==> config.mk <==
export PLATFORM = sky130hd
export DESIGN_NAME = stack_prog_driver
export DESIGN_NICKNAME = d
export VERILOG_FILES = /design/src/rtl/stack_prog_driver.sv
export SDC_FILE = /design/constraint.sdc
export NUM_CORES = 1
export LEC_CHECK = 0
export BUFFER_PORTS_ARGS = -buffer_cell sky130_fd_sc_hd__buf_2
export CAP_MARGIN = 20
export CORE_MARGIN = 3
export CORE_UTILIZATION = 55
export DETAILED_ROUTE_END_ITERATION = 12
export GPL_TIMING_DRIVEN = 1
export PLACE_DENSITY = 0.7
export SLEW_MARGIN = 20
export SYNTH_ARGS = -nofsm -noshare
export SYNTH_HDL_FRONTEND = slang
export SYNTH_SLANG_ARGS = --single-unit
==> constraint.sdc <==
create_clock -name clk -period 3.5 [get_ports clk]
set_input_delay 0 -clock clk [delete_from_list [all_inputs] [get_ports clk]]
set_output_delay 0 -clock clk [all_outputs]
set_load 0.1 [all_outputs]
==> src/rtl/stack_prog_driver.sv <==
// stack_prog_driver
//   Host-side program player for the 8-pin stack CPU I/O convention.
//   Buffers a short program of 4-bit words, then drives the CPU input bus
//   {2'b00, word, cpu_rst, cpu_clk}: a reset pulse, one word per CPU clock,
//   and finally samples cpu_io_out[3:0] as the result.
//   Optional feature macro: STACK_PROG_DRIVER_TRACE_EN adds trace_valid /
//   trace_data, a per-word snapshot of the CPU output on the last STEP_HI cycle.
module stack_prog_driver #(
   parameter int DEPTH = 16,
   parameter int AW    = 4,
   parameter int HALF  = 2
) (
   input  logic          clk,
   input  logic          rst,
   input  logic          load_valid,
   input  logic [3:0]    load_data,
   output logic          load_ready,
   input  logic          clear,
   input  logic          start,
   output logic          busy,
   output logic          done,
   output logic [3:0]    result,
   output logic [AW:0]   prog_len,
   output logic [7:0]    cpu_io_in,
   input  logic [7:0]    cpu_io_out
`ifdef STACK_PROG_DRIVER_TRACE_EN
   ,
   output logic          trace_valid,
   output logic [3:0]    trace_data
`endif
);

   localparam int            PW       = (HALF > 1) ? $clog2(HALF) : 1;
   localparam logic [PW-1:0] LP_LAST  = PW'(HALF - 1);
   localparam logic [AW:0]   LP_DEPTH = (AW + 1)'(DEPTH);

   localparam logic [2:0] S_IDLE    = 3'd0;
   localparam logic [2:0] S_RST_HI  = 3'd1;
   localparam logic [2:0] S_RST_LO  = 3'd2;
   localparam logic [2:0] S_STEP_LO = 3'd3;
   localparam logic [2:0] S_STEP_HI = 3'd4;
   localparam logic [2:0] S_CAPTURE = 3'd5;

   logic [2:0]    r_state;
   logic [PW-1:0] r_phase;
   logic [AW:0]   r_idx;
   logic [AW:0]   r_len;
   logic          r_busy;
   logic          r_done;
   logic [3:0]    r_result;
   logic [7:0]    r_io;
   logic          r_load_ready;
   logic [3:0]    r_buf [DEPTH];

   logic [2:0]    w_nxt_state;
   logic [PW-1:0] w_nxt_phase;
   logic [AW:0]   w_nxt_idx;
   logic [AW:0]   w_nxt_len;
   logic          w_nxt_busy;
   logic          w_nxt_done;
   logic [3:0]    w_nxt_result;
   logic [7:0]    w_nxt_io;
   logic          w_nxt_load_ready;
   logic          w_load_acc;
   logic          w_last;
   logic [AW:0]   w_idx_inc;
   logic [3:0]    w_word;
   logic          w_unused_hi;

   assign w_last      = (r_phase == LP_LAST);
   assign w_idx_inc   = r_idx + 1'b1;
   assign w_word      = r_buf[w_nxt_idx[AW-1:0]];
   assign w_unused_hi = ^cpu_io_out[7:4];

   assign load_ready = r_load_ready;
   assign busy       = r_busy;
   assign done       = r_done;
   assign result     = r_result;
   assign prog_len   = r_len;
   assign cpu_io_in  = r_io;

`ifdef STACK_PROG_DRIVER_TRACE_EN
   assign trace_valid = (r_state == S_STEP_HI) && w_last;
   assign trace_data  = cpu_io_out[3:0];
`endif

   // Next-state, phase, index and status decisions for the playback sequencer.
   always_comb begin
      w_nxt_state  = r_state;
      w_nxt_phase  = r_phase;
      w_nxt_idx    = r_idx;
      w_nxt_len    = r_len;
      w_nxt_busy   = r_busy;
      w_nxt_done   = r_done;
      w_nxt_result = r_result;
      w_load_acc   = 1'b0;
      if (r_state != S_IDLE) begin
         w_nxt_phase = w_last ? '0 : r_phase + 1'b1;
      end
      case (r_state)
         S_IDLE: begin
            if (clear) begin
               w_nxt_len    = '0;
               w_nxt_done   = 1'b0;
               w_nxt_result = '0;
            end else begin
               if (load_valid && r_load_ready) begin
                  w_load_acc = 1'b1;
                  w_nxt_len  = r_len + 1'b1;
               end
               // start sees the length including a same-cycle load
               if (start) begin
                  if (w_nxt_len == '0) begin
                     w_nxt_done   = 1'b1;
                     w_nxt_result = '0;
                  end else begin
                     w_nxt_done  = 1'b0;
                     w_nxt_busy  = 1'b1;
                     w_nxt_state = S_RST_HI;
                     w_nxt_phase = '0;
                  end
               end
            end
         end
         S_RST_HI: begin
            if (w_last) w_nxt_state = S_RST_LO;
         end
         S_RST_LO: begin
            if (w_last) begin
               w_nxt_state = S_STEP_LO;
               w_nxt_idx   = '0;
            end
         end
         S_STEP_LO: begin
            if (w_last) w_nxt_state = S_STEP_HI;
         end
         S_STEP_HI: begin
            if (w_last) begin
               w_nxt_idx   = w_idx_inc;
               w_nxt_state = (w_idx_inc == r_len) ? S_CAPTURE : S_STEP_LO;
            end
         end
         S_CAPTURE: begin
            if (w_last) begin
               w_nxt_result = cpu_io_out[3:0];
               w_nxt_done   = 1'b1;
               w_nxt_busy   = 1'b0;
               w_nxt_state  = S_IDLE;
            end
         end
         default: begin
            w_nxt_state = S_IDLE;
            w_nxt_busy  = 1'b0;
            w_nxt_phase = '0;
         end
      endcase
   end

   // CPU bus image for the upcoming state, so every pin is driven from a flop.
   always_comb begin
      w_nxt_io = 8'h00;
      case (w_nxt_state)
         S_RST_HI:  w_nxt_io = 8'h03;
         S_RST_LO:  w_nxt_io = 8'h02;
         S_STEP_LO: w_nxt_io = {2'b00, w_word, 2'b00};
         S_STEP_HI: w_nxt_io = {2'b00, w_word, 2'b01};
         default:   w_nxt_io = 8'h00;
      endcase
      w_nxt_load_ready = (w_nxt_state == S_IDLE) && (w_nxt_len < LP_DEPTH);
   end

   // Sequencer and status registers; reset aborts playback and zeroes the bus.
   always_ff @(posedge clk or negedge rst) begin
      if (!rst) begin
         r_state      <= S_IDLE;
         r_phase      <= '0;
         r_idx        <= '0;
         r_len        <= '0;
         r_busy       <= 1'b0;
         r_done       <= 1'b0;
         r_result     <= '0;
         r_io         <= 8'h00;
         r_load_ready <= 1'b0;
      end else begin
         r_state      <= w_nxt_state;
         r_phase      <= w_nxt_phase;
         r_idx        <= w_nxt_idx;
         r_len        <= w_nxt_len;
         r_busy       <= w_nxt_busy;
         r_done       <= w_nxt_done;
         r_result     <= w_nxt_result;
         r_io         <= w_nxt_io;
         r_load_ready <= w_nxt_load_ready;
      end
   end

   // Program buffer: appended in IDLE, contents survive reset and playback.
   always_ff @(posedge clk) begin
      if (w_load_acc) begin
         r_buf[r_len[AW-1:0]] <= load_data;
      end
   end

endmodule
==> key figures, run 1 <==
GRT
  • GR Util met1: 30.3%
  • Vias in the first global route: 2460
  • Met3 Resource Use GR: 2.65%
  • Grt peak-use layer: met1
  • Initial antenna violation count: 0
  • Largest net degree at the start of global routing: 34
  • GR Util All Layers: 19.3%
  • M2 GR Usage: 27.9%
  • Global route total overflow: 0
  • Global-route wire length before repair: 12.8 mm

Run
  • Number of max-cap violations: 0

Synth
  • Share of synthesized registers carrying an async set or reset: between 20% and 30%
  • Gate count after technology mapping: 326
  • Ys flop type: edfxtp_1
  • Syn Area/Cell: 12.9 um2
  • Post-synthesis cell area: 4220 um2
  • Yosys reg bits: 91
  • Yosys warning count: 0
  • Post-synthesis sequential area ratio: 61.6%
  • Count of different cell masters after synthesis: 61
  • Post-synth EDFFs: 64

Power and ir drop
  • Peak supply drop: 479 uV
  • Leakage power: 1.84 nW
  • Combinational share of power: 49.0%
  • Pwr dens: 876 nW/um2
  • Seq pwr share: between 30% and 40%
  • Switch share: 44.1%
  • Power Total: between 4 and 5 mW
  • Switching power: 1.79 mW
  • Clock power frac: about 15%
  • Int Pwr: 2.27 mW

Setup path
  • Crit Path Class: reg -> reg
  • CP Max Fanout: 33
  • Family with the most delay on the worst path: compound AO/OA/AOI/OAI gates
  • Critical Path AT: 2.88 ns
  • Worst path max stage delay: 0.52 ns
  • R2R cell count: 10
  • WP buf/inv: 2
  • Flop2flop setup slack: 0.85 ns
  • Crit path capture: cpu_io_in[4]
  • Crit. Startpoint: r_phase
  • Worst r2r src: r_phase
  • Slowest cell on crit path: dfrtp_1
  • CP Launch Type: register
  • Number of cells on the critical path: 10
  • CP Cell Sequence: inv_1, ha_1, nor3_1, o21ai_2, o221ai_4, buf_12, mux2i_1, a22o_1, a221oi_1, a2bb2o_1
  • Crit end category: register
  • Worst endpoint required time: ~3.7 ns
  • Reg-to-reg endpoint: cpu_io_in[4]

STA
  • FMAX: 378 MHz
  • Clock Skew: 0.0126 ns
  • Total negative setup slack: 0 ns
  • Setup-failing EPs final: 0
  • WHS: 0.0488 ns
  • Unrepaired setup endpoints after global routing: false
  • Fin. Hold Viols: 0
  • Slew Limit Fails: 0
  • Rel. slew slack: 46.1%
  • Part of the cycle the worst path needs: 75.6%
  • Worst Tran Pin Value: 0.808 ns
  • Crit path time final: 2.65 ns

Clock network
  • Root Driver: clkbuf_8
  • Max Root-Sink Buffers: 2
  • CTS H-Tree Depth: 3
  • Clock sink count: 91
  • Post-cts resize count: 0
  • Clock Latency Late Sink: ~0.34 ns
  • CTS tree: done
  • Number of buffers created by CTS: 9
  • Clk pin slew, worst setup/hold paths: 0.09 ns

Die
  • Die area: 8750 um2
  • Initial core utilization: 57.5%
  • Die Wd: 93.6 um
  • Core area: 7330 um2
  • Ports: 37
  • Die Y: 93.6 um
  • FP Rows: 31

Layout
  • Final core utilization: 63.1%
  • Ant diodes: 0
  • P&R area growth vs syn: 9.70%
  • Nets: approximately 380
  • Ratio of cells with drive above 1 in the final layout: 16.7%

Run status
  • Status: completed

Min path
  • Worst min path class: in -> reg
  • Hold depth: 1

Drt
  • Via Count: 2613
  • Routed vias/inst: 5.69
  • Pre-antenna DRT Iters: 4
  • DRC: 0
  • DRT iter0 DRCs: 182
  • WL/cell: roughly 17 um
  • Routed WL: 7.93 mm
  • Antenna Nets Post-Route: 0

Place
  • GP Congestion: 0.789
  • Post-detail-place hpwl: between 5 and 6 mm
  • PortBufs: 30
==> per-stage QoR <==
| step | std cells | setup WS, ns | cell area [um2] |
|---|---|---|---|
| 2_1_floorplan | 327 | 0.523 | 4220 |
| 3_3_place_gp | 437 | 0.894 | 4400 |
| 3_5_place_dp | 437 | 0.893 | 4400 |
| 4_1_cts | 459 | 0.871 | 4630 |
| 5_1_grt | 459 | 0.688 | 4630 |
| 6_report | 459 | 0.853 | 4630 |
==> cell type report <==
cell class	count	area, um2
clock inverter	6	40.0
sequential	91	2600
fill	552	2710
clock buffer	10	128
timing repair buffer	37	230
tap	99	124
multi-input combinational	206	1470
inverter	10	37.5
==> sequential cells by signal (all words and copies together) (netlist names) <==
signal	count
result	4
load_ready	1
cpu_io_in	6
done	1
busy	1
r_buf	64
r_idx	5
r_phase	1
prog_len	5
r_state	3
==> cells in the mapped netlist, types with 6 or more instances <==
library cell | instances | share of area, %
a21oi_1 | 9 | 1.1
a22o_1 | 10 | 2.1
a22oi_1 | 9 | 1.6
buf_2 | 8 | 0.95
dfrtp_1 | 27 | 16
edfxtp_1 | 64 | 46
ha_1 | 6 | 1.8
inv_1 | 9 | 0.80
mux2i_1 | 32 | 7.6
nand2_1 | 19 | 1.7
nor2_1 | 24 | 2.1
nor3_1 | 8 | 0.95
o21ai_0 | 16 | 1.9
==> placed cells by master, fill, tap and decap left out, types with 10 or more instances in the layout <==
master,count
a22o_1,10
buf_2,30
dfrtp_1,27
edfxtp_1,64
mux2i_1,32
nand2_1,19
nor2_1,24
o21ai_0,16
==> layer usage <==
| metal | vias up | part of all wire, % |
|---|---|---|
| met5 | - | 0 |
| met4 | 0 | 0.37 |
| met3 | 2 | 3.4 |
| met2 | 47 | 47 |
| met1 | 1285 | 50 |
| li1 | 1279 | - |
==> how the worst min path moves through the flow <==
| stage | startpoint | to | slack, ns |
|---|---|---|---|
| 2_1_floorplan | rst | busy | -0.30 |
| 3_3_place_gp | rst | cpu_io_in[1] | 0.04 |
| 3_5_place_dp | rst | cpu_io_in[1] | 0.04 |
| 4_1_cts | load_data[1] | r_buf[2][1] | 0.03 |
| 5_1_grt | load_data[3] | r_buf[3][3] | 0.04 |
| 6_report | load_data[3] | r_buf[3][3] | 0.05 |
==> power by group through the flow <==
| stage | Clock [mW] | Combinational, mW | Sequential (mW) |
|---|---|---|---|
| after floorplan | 0 | 1.36 | 1.75 |
| after global placement | 0 | 1.95 | 1.47 |
| after detailed placement | 0 | 1.97 | 1.48 |
| after CTS | 0.626 | 1.98 | 1.45 |
| after global routing | 0.684 | 2.14 | 1.48 |
| final | 0.616 | 1.99 | 1.45 |
==> repair_timing <==
action / in CTS / in global routing
setup buffers: 0 / 0
endpoints found under the hold margin: 32 / 0
hold buffers: 6 / 0
==> cell families (layout without fill, tap and decap cells) <==
family	count (synthesis)	in the layout	synth area share, %
other	1	2	0.0889
DFF	91	91	61.6
adders and majority gates	6	6	1.78
muxes	33	33	7.86
buffers and inverters	30	63	3.65
AOI/OAI and AO/OA	72	72	12.8
xor gates and xnor gates	9	9	1.87
and+or+nand+nor	84	84	10.3
No activity file was read; power rests on OpenSTA's default activity.
==> run 2, diff against run 1 <==
- ABC_AREA: unset -> 1
- CORE_UTILIZATION: 55 -> 54
- PLACE_DENSITY: 0.7 -> 0.72
- clock period: 3.5 -> 2.25 ns (I/O delays scaled with it)
==> run 2 against run 1 <==
Clock power up 95%. Maximum frequency up 24%. Global-route usage increased by 3.3 points. Register-to-register slack got worse by 0.74 ns. Synthesized cell count is 37% higher. Total power shrank 25%. Design area grew 7.1%. Critical path type unchanged. Largest cell class unchanged. Largest power group is now registers. Highest routed layer unchanged.
==> key figures, run 2 <==
STA
  • Unrepaired setup endpoints after global routing: true
  • Min setup slack post-route: between 0.1 and 0.15 ns
  • FMAX: 467 MHz
  • WHS: 0.0441 ns
  • Part of the cycle the worst path needs: 95.1%
  • Clock Skew: 0.00870 ns
  • Crit path time final: 2.14 ns
  • Fin. Hold Viols: 0
  • Setup-failing EPs final: 0
  • Worst Tran Pin Value: around 0.64 ns
  • Slew Limit Fails: 0
  • Total negative setup slack: 0 ns
  • Rel. slew slack: a little under three fifths

Synth
  • Synth top area share: 44.6%
  • Syn Area/Cell: 9.68 um2
  • Ys flop type: edfxtp_1
  • Post-synth EDFFs: 64
  • Yosys reg bits: 91
  • Post-synthesis cell area: 4310 um2
  • Gate count after technology mapping: 445
  • Most common cell in the netlist: nand2_1
  • Synth cell count leaders: nand2_1, nand3_1, edfxtp_1
  • Share of synthesized registers carrying an async set or reset: ~30%
  • Post-synthesis sequential area ratio: 60.3%
  • Yosys warning count: 0
  • Count of different cell masters after synthesis: 33
  • Synth top area cells: edfxtp_1, dfrtp_1, nand3_1
  • Synth area leader: edfxtp_1

Power and ir drop
  • Pwr dens: 616 nW/um2
  • Leakage power: 2.12 nW
  • Clock power frac: 39.2%
  • Switching power: 0.616 mW
  • Int Pwr: around 2.4 mW
  • Peak supply drop: 406 uV
  • Combinational share of power: approximately 2.1%
  • Seq pwr share: 58.7%
  • Switch share: 20.2%

Clock network
  • Number of buffers created by CTS: 9
  • CTS H-Tree Depth: 3
  • Clk pin slew, worst setup/hold paths: around 0.09 ns
  • CTS tree: done
  • Clock Latency Late Sink: 0.35 ns
  • Root Driver: clkbuf_8
  • Clock sink count: 91
  • Max Root-Sink Buffers: 2

Setup path
  • WP buf/inv: 3
  • Worst path max stage delay: 0.44 ns
  • CP Max Fanout: 4
  • Slowest cell on crit path: dfrtp_1
  • Worst endpoint required time: roughly 2.3 ns
  • Family with the most delay on the worst path: simple AND/OR/NAND/NOR gates
  • CP Launch Type: register
  • Crit end category: register
  • Critical Path AT: 2.15 ns
  • Crit Path Class: reg -> reg
  • CP Cell Sequence: nor2_2, inv_2, nor2_2, inv_2, nor2_2, inv_2, nor2_1, nand2_1, nor2_1

Layout
  • Ant diodes: 0
  • Final core utilization: 66.2%
  • Ratio of cells with drive above 1 in the final layout: 20.5%
  • Commonest non-fill, non-tap cell in the layout: nand2_1
  • Max FFs per register: 64
  • Nets: 516
  • P&R area growth vs syn: 15.0%
  • Layout Cells excl Fill: 597
  • Most frequent cells in the layout: nand2_1, nand3_1, edfxtp_1, buf_2, inv_1
  • # fillers: just over 600

Die
  • Die area: 9080 um2
  • Initial core utilization: 57.5%
  • Ports: 37
  • Die Wd: ~95 um
  • FP Rows: 31
  • Core area: 7490 um2
  • Die Y: ~95 um

GRT
  • Initial antenna violation count: 0
  • Global route total overflow: 0
  • Largest net degree at the start of global routing: 33
  • Global-route wire length before repair: between 15 and 20 mm
  • Vias in the first global route: between 3000 and 4000
  • GR Util All Layers: a little under a quarter

Drt
  • DRT iter0 DRCs: roughly 230
  • WL/cell: 15.8 um
  • Antenna Nets Post-Route: 0
  • Routed vias/inst: 5.50
  • Routed WL: 9.46 mm
  • Via Count: approximately 3300
  • DRC: 0
  • Pre-antenna DRT Iters: 5

Place
  • Cell total after placement: ~570
  • GP Congestion: 0.891
  • PortBufs: 30
  • Pre-CTS WS: 0.137 ns
  • Post-detail-place hpwl: 6.51 mm

Run status
  • Status: completed

Min path
  • Worst min path class: in -> reg

Run
  • Number of max-cap violations: 0
run 2: power groups by stage:
| stage | registers (mW) | clock network, mW | logic [mW] |
|---|---|---|---|
| after floorplan | 1.83 | 0 | 0.0184 |
| after global placement | 1.83 | 0 | 0.0551 |
| after detailed placement | 1.83 | 0 | 0.0559 |
| after CTS | 1.79 | 1.21 | 0.0651 |
| after global routing | 1.79 | 1.28 | 0.0718 |
| final | 1.79 | 1.20 | 0.0639 |
run 2: metrics by stage:
stage          power, mW  cell area [um2]
4_1_cts             3.07             4900
5_1_grt             3.15             4960
3_3_place_gp        1.89             4610
6_report            3.05             4960
2_1_floorplan       1.85             4320
3_5_place_dp        1.89             4610
run 2: kinds of logic after synthesis:
kind of cell,synth area share (%)
AND/OR/NAND/NOR,28.0
flip-flops,60.3
buffers and inverters,5.20
AO/OA/AOI/OAI,3.80
adder cells (fa/ha/maj),1.74
XOR/XNOR,0.610
other,0.0870
multiplexers,0.261
run 2: final cells by class:
cell class | instances | area [um2] | area share, %
flip-flops and latches | 91 | 2610 | 52.6
multi-input cells | 305 | 1540 | 31.0
repair buffers | 50 | 334 | 6.74
inverters | 36 | 135 | 2.73
clock buffers | 10 | 128 | 2.58
well taps | 99 | 124 | 2.50
clock inverters | 6 | 90.1 | 1.82
run 2: worst paths after layout:
path	startpoint	to	depth (start not counted)	slack, ns
setup reg to reg	r_state[1]	r_buf[14][3]	9	0.11
hold reg to reg	busy	busy	2	0.50
hold / removal	load_valid	prog_len[1]	4	0.04
setup / recovery	r_state[1]	r_buf[14][3]	9	0.11
max in group asynchronous	rst	prog_len[0]	2	1.62
min in group asynchronous	rst	result[3]	2	0.18
run 2: worst reg2reg max path, stage by stage (launching register included):
cell	delay [ns]
dfrtp_1	0.44
nor2_2	0.21
inv_2	0.05
nor2_2	0.13
inv_2	0.05
nor2_2	0.12
inv_2	0.05
nor2_1	0.20
nand2_1	0.20
nor2_1	0.37
run 2: what timing repair did:
action                                  in CTS  in global routing
endpoints found under the setup margin       0                 50
hold buffers                                 7                  0
buffers inserted                             0                  1
endpoints found under the hold margin       34                  0
resized for setup                            0                 15
run 2: routing by layer:
metal	vias up	routed length, um	GRT usage [%]
met2	144	4370	33.8
met4	0	140	9.01
li1	1601	-	-
met1	1527	4330	33.3
met5	-	0	0
met3	11	616	3.47
==> run 3, diff against run 2 <==
- BUFFER_PORTS_ARGS: -buffer_cell sky130_fd_sc_hd__buf_2 -> -buffer_cell sky130_fd_sc_hd__buf_4
- CORE_UTILIZATION: 54 -> 55
- PLACE_DENSITY: 0.72 -> 0.7
- clock period: 2.25 -> 2.5 ns (I/O delays scaled with it)
==> run 3 against run 2 <==
Combinational power up 8.6%. Critical path depth up 6. Register-to-register slack better by 0.18 ns. Critical path type unchanged. Largest cell class unchanged.
==> key figures, run 3 (synthesis results as in run 2) <==
Run status
  • Status: completed

Setup path
  • Crit. Startpoint: r_phase
  • CP Cell Sequence: inv_1, ha_1, nand3b_1, nand2_1, inv_2, nand2_2, buf_12, nand2_1, nand3_1, nand3_1, nand2_1, nand2_1, nand2_1, nand2_1, nand2_1
  • Worst endpoint required time: 2.79 ns
  • CP Launch Type: register
  • Reg-to-reg endpoint: cpu_io_in[2]
  • Critical Path AT: 2.50 ns
  • Crit Path Class: reg -> reg
  • Flop2flop setup slack: 0.29 ns
  • Family with the most delay on the worst path: simple AND/OR/NAND/NOR gates
  • Worst r2r src: r_phase
  • Worst path max stage delay: 0.38 ns
  • Crit end category: register
  • Slowest cell on crit path: dfrtp_1
  • R2R cell count: 15
  • CP Max Fanout: 21
  • WP buf/inv: 3
  • Crit path top cell by count: nand2_1

Clock network
  • CTS tree: done
  • Clock Latency Late Sink: 0.36 ns
  • CTS H-Tree Depth: 3
  • Root Driver: clkbuf_8
  • Clk pin slew, worst setup/hold paths: about 0.09 ns
  • Max Root-Sink Buffers: 2
  • Clock sink count: a little over 90
  • Number of buffers created by CTS: 9
  • Post-cts resize count: 0

Power and ir drop
  • Seq pwr share: 61.9%
  • Clock power frac: between 30 and 40%
  • Switching power: 0.593 mW
  • Peak supply drop: 446 uV
  • Int Pwr: 2.01 mW
  • Combinational share of power: around 2.7%
  • Leakage power: 2.11 nW
  • Pwr dens: 530 nW/um2
  • Switch share: approximately 23%

Die
  • FP Rows: 31
  • Core area: approximately 7400 um2
  • Initial core utilization: 58.1%
  • Ports: 37
  • Die Wd: 94.5 um
  • Die area: 8930 um2
  • Die Y: 94.5 um

STA
  • Total negative setup slack: 0 ns
  • Clock Skew: ~0.013 ns
  • FMAX: 453 MHz
  • Setup-failing EPs final: 0
  • Fin. Hold Viols: 0
  • Slew Limit Fails: 0
  • Crit path time final: around 2.2 ns
  • Min setup slack post-route: 0.295 ns
  • Part of the cycle the worst path needs: 88.2%
  • Unrepaired setup endpoints after global routing: false

Drt
  • WL/cell: 15.8 um
  • DRT iter0 DRCs: ~250
  • Via Count: 3261
  • DRC: 0
  • Antenna Nets Post-Route: 0
  • Routed vias/inst: 5.50
  • Routed WL: about 9.4 mm
  • Pre-antenna DRT Iters: 5

Layout
  • Ant diodes: 0
  • Most frequent cells in the layout: nand2_1, nand3_1, edfxtp_1, buf_4, nor2_1
  • Nets: 512
  • Ratio of cells with drive above 1 in the final layout: 16.4%
  • Cell area after layout: 4910 um2
  • P&R area growth vs syn: 14.1%
  • Commonest non-fill, non-tap cell in the layout: nand2_1
  • Max FFs per register: 64

GRT
  • Global route total overflow: 0
  • Largest net degree at the start of global routing: 33
  • GR Util met1: 33.7%
  • Initial antenna violation count: 0
  • GR Util All Layers: a little under a quarter
  • Met3 Resource Use GR: 4.22%
  • Vias in the first global route: ~3100
  • Global-route wire length before repair: 15.0 mm
  • M2 GR Usage: about 34%
  • Grt peak-use layer: met1

Run
  • Number of max-cap violations: 0

Place
  • Post-detail-place hpwl: about 6.3 mm
  • GP Congestion: 0.848
  • PortBufs: 30
  • Placement-stage cell area: roughly 4600 um2
  • Pre-CTS WS: between 0.3 and 0.4 ns

Min path
  • Hold depth: 4
  • WHS Endpoint: prog_len[1]
  • Worst min path class: in -> reg
  • HP Start: load_valid
run 3: cell count changes in the layout (fill, tap and decap cells not counted), sizes merged:
cell / previous run / this run
buf: 43 / 35
bufinv: 2 / 0
clkbuf: 10 / 9
clkinv: 3 / 1
clkinvlp: 1 / 2
dlygate4sd3: 7 / 11
inv: 36 / 40
run 3: power groups by stage:
stage          Combinational [mW]  Sequential (mW)  Clock (mW)
6_report                   0.0694             1.61       0.923
5_1_grt                    0.0760             1.61        1.01
4_1_cts                    0.0702             1.61       0.938
3_5_place_dp               0.0568             1.65           0
3_3_place_gp               0.0558             1.65           0
2_1_floorplan              0.0166             1.65           0
run 3: per-layer routing:
metal | wire (um) | part of all wire, % | vias to the layer above
li1 | - | - | 1595
met1 | 4470 | 48 | 1543
met3 | 549 | 5.8 | 14
met4 | 119 | 1.3 | 0
met5 | 0 | 0 | -
met2 | 4260 | 45 | 109
run 3: worst max path at each step:
stage,endpoint,slack (ns),cells after the start
after floorplan,cpu_io_in[2],0.21,15
after global placement,cpu_io_in[2],0.34,15
after detailed placement,cpu_io_in[2],0.32,15
after CTS,cpu_io_in[2],0.28,15
after global routing,r_buf[9][3],0.07,9
final,cpu_io_in[2],0.29,15
run 3: cell type report:
type / instances / area, um2
sequential: 91 / 2600
fill: 607 / 2490
multi-input combinational: 305 / 1490
timing repair buffer: 46 / 385
inverter: 36 / 135
clock buffer: 9 / 124
tap: 99 / 124
clock inverter: 7 / 56.3
run 3: through the flow:
| step | total power [mW] | instances | util (%) | hold WS, ns |
|---|---|---|---|---|
| final | 2.61 | 593 | 66.3 | 0.0231 |
| after detailed placement | 1.70 | 566 | 62.4 | -0.0650 |
| after global placement | 1.70 | 566 | 62.4 | -0.0666 |
| after CTS | 2.62 | 593 | 66.3 | 0.00748 |
| after floorplan | 1.66 | 446 | - | -0.296 |
| after global routing | 2.71 | 593 | 66.3 | 0.0573 |
run 3: tightest hold or removal path: stages:
cell     delay [ns]
buf_4          0.11
nand3_1        0.07
nand2_1        0.08
o22ai_1        0.08
run 3: repair_timing:
item,in CTS,in global routing
setup buffers,0,0
hold buffers,11,0
hold endpoints to repair,92,0
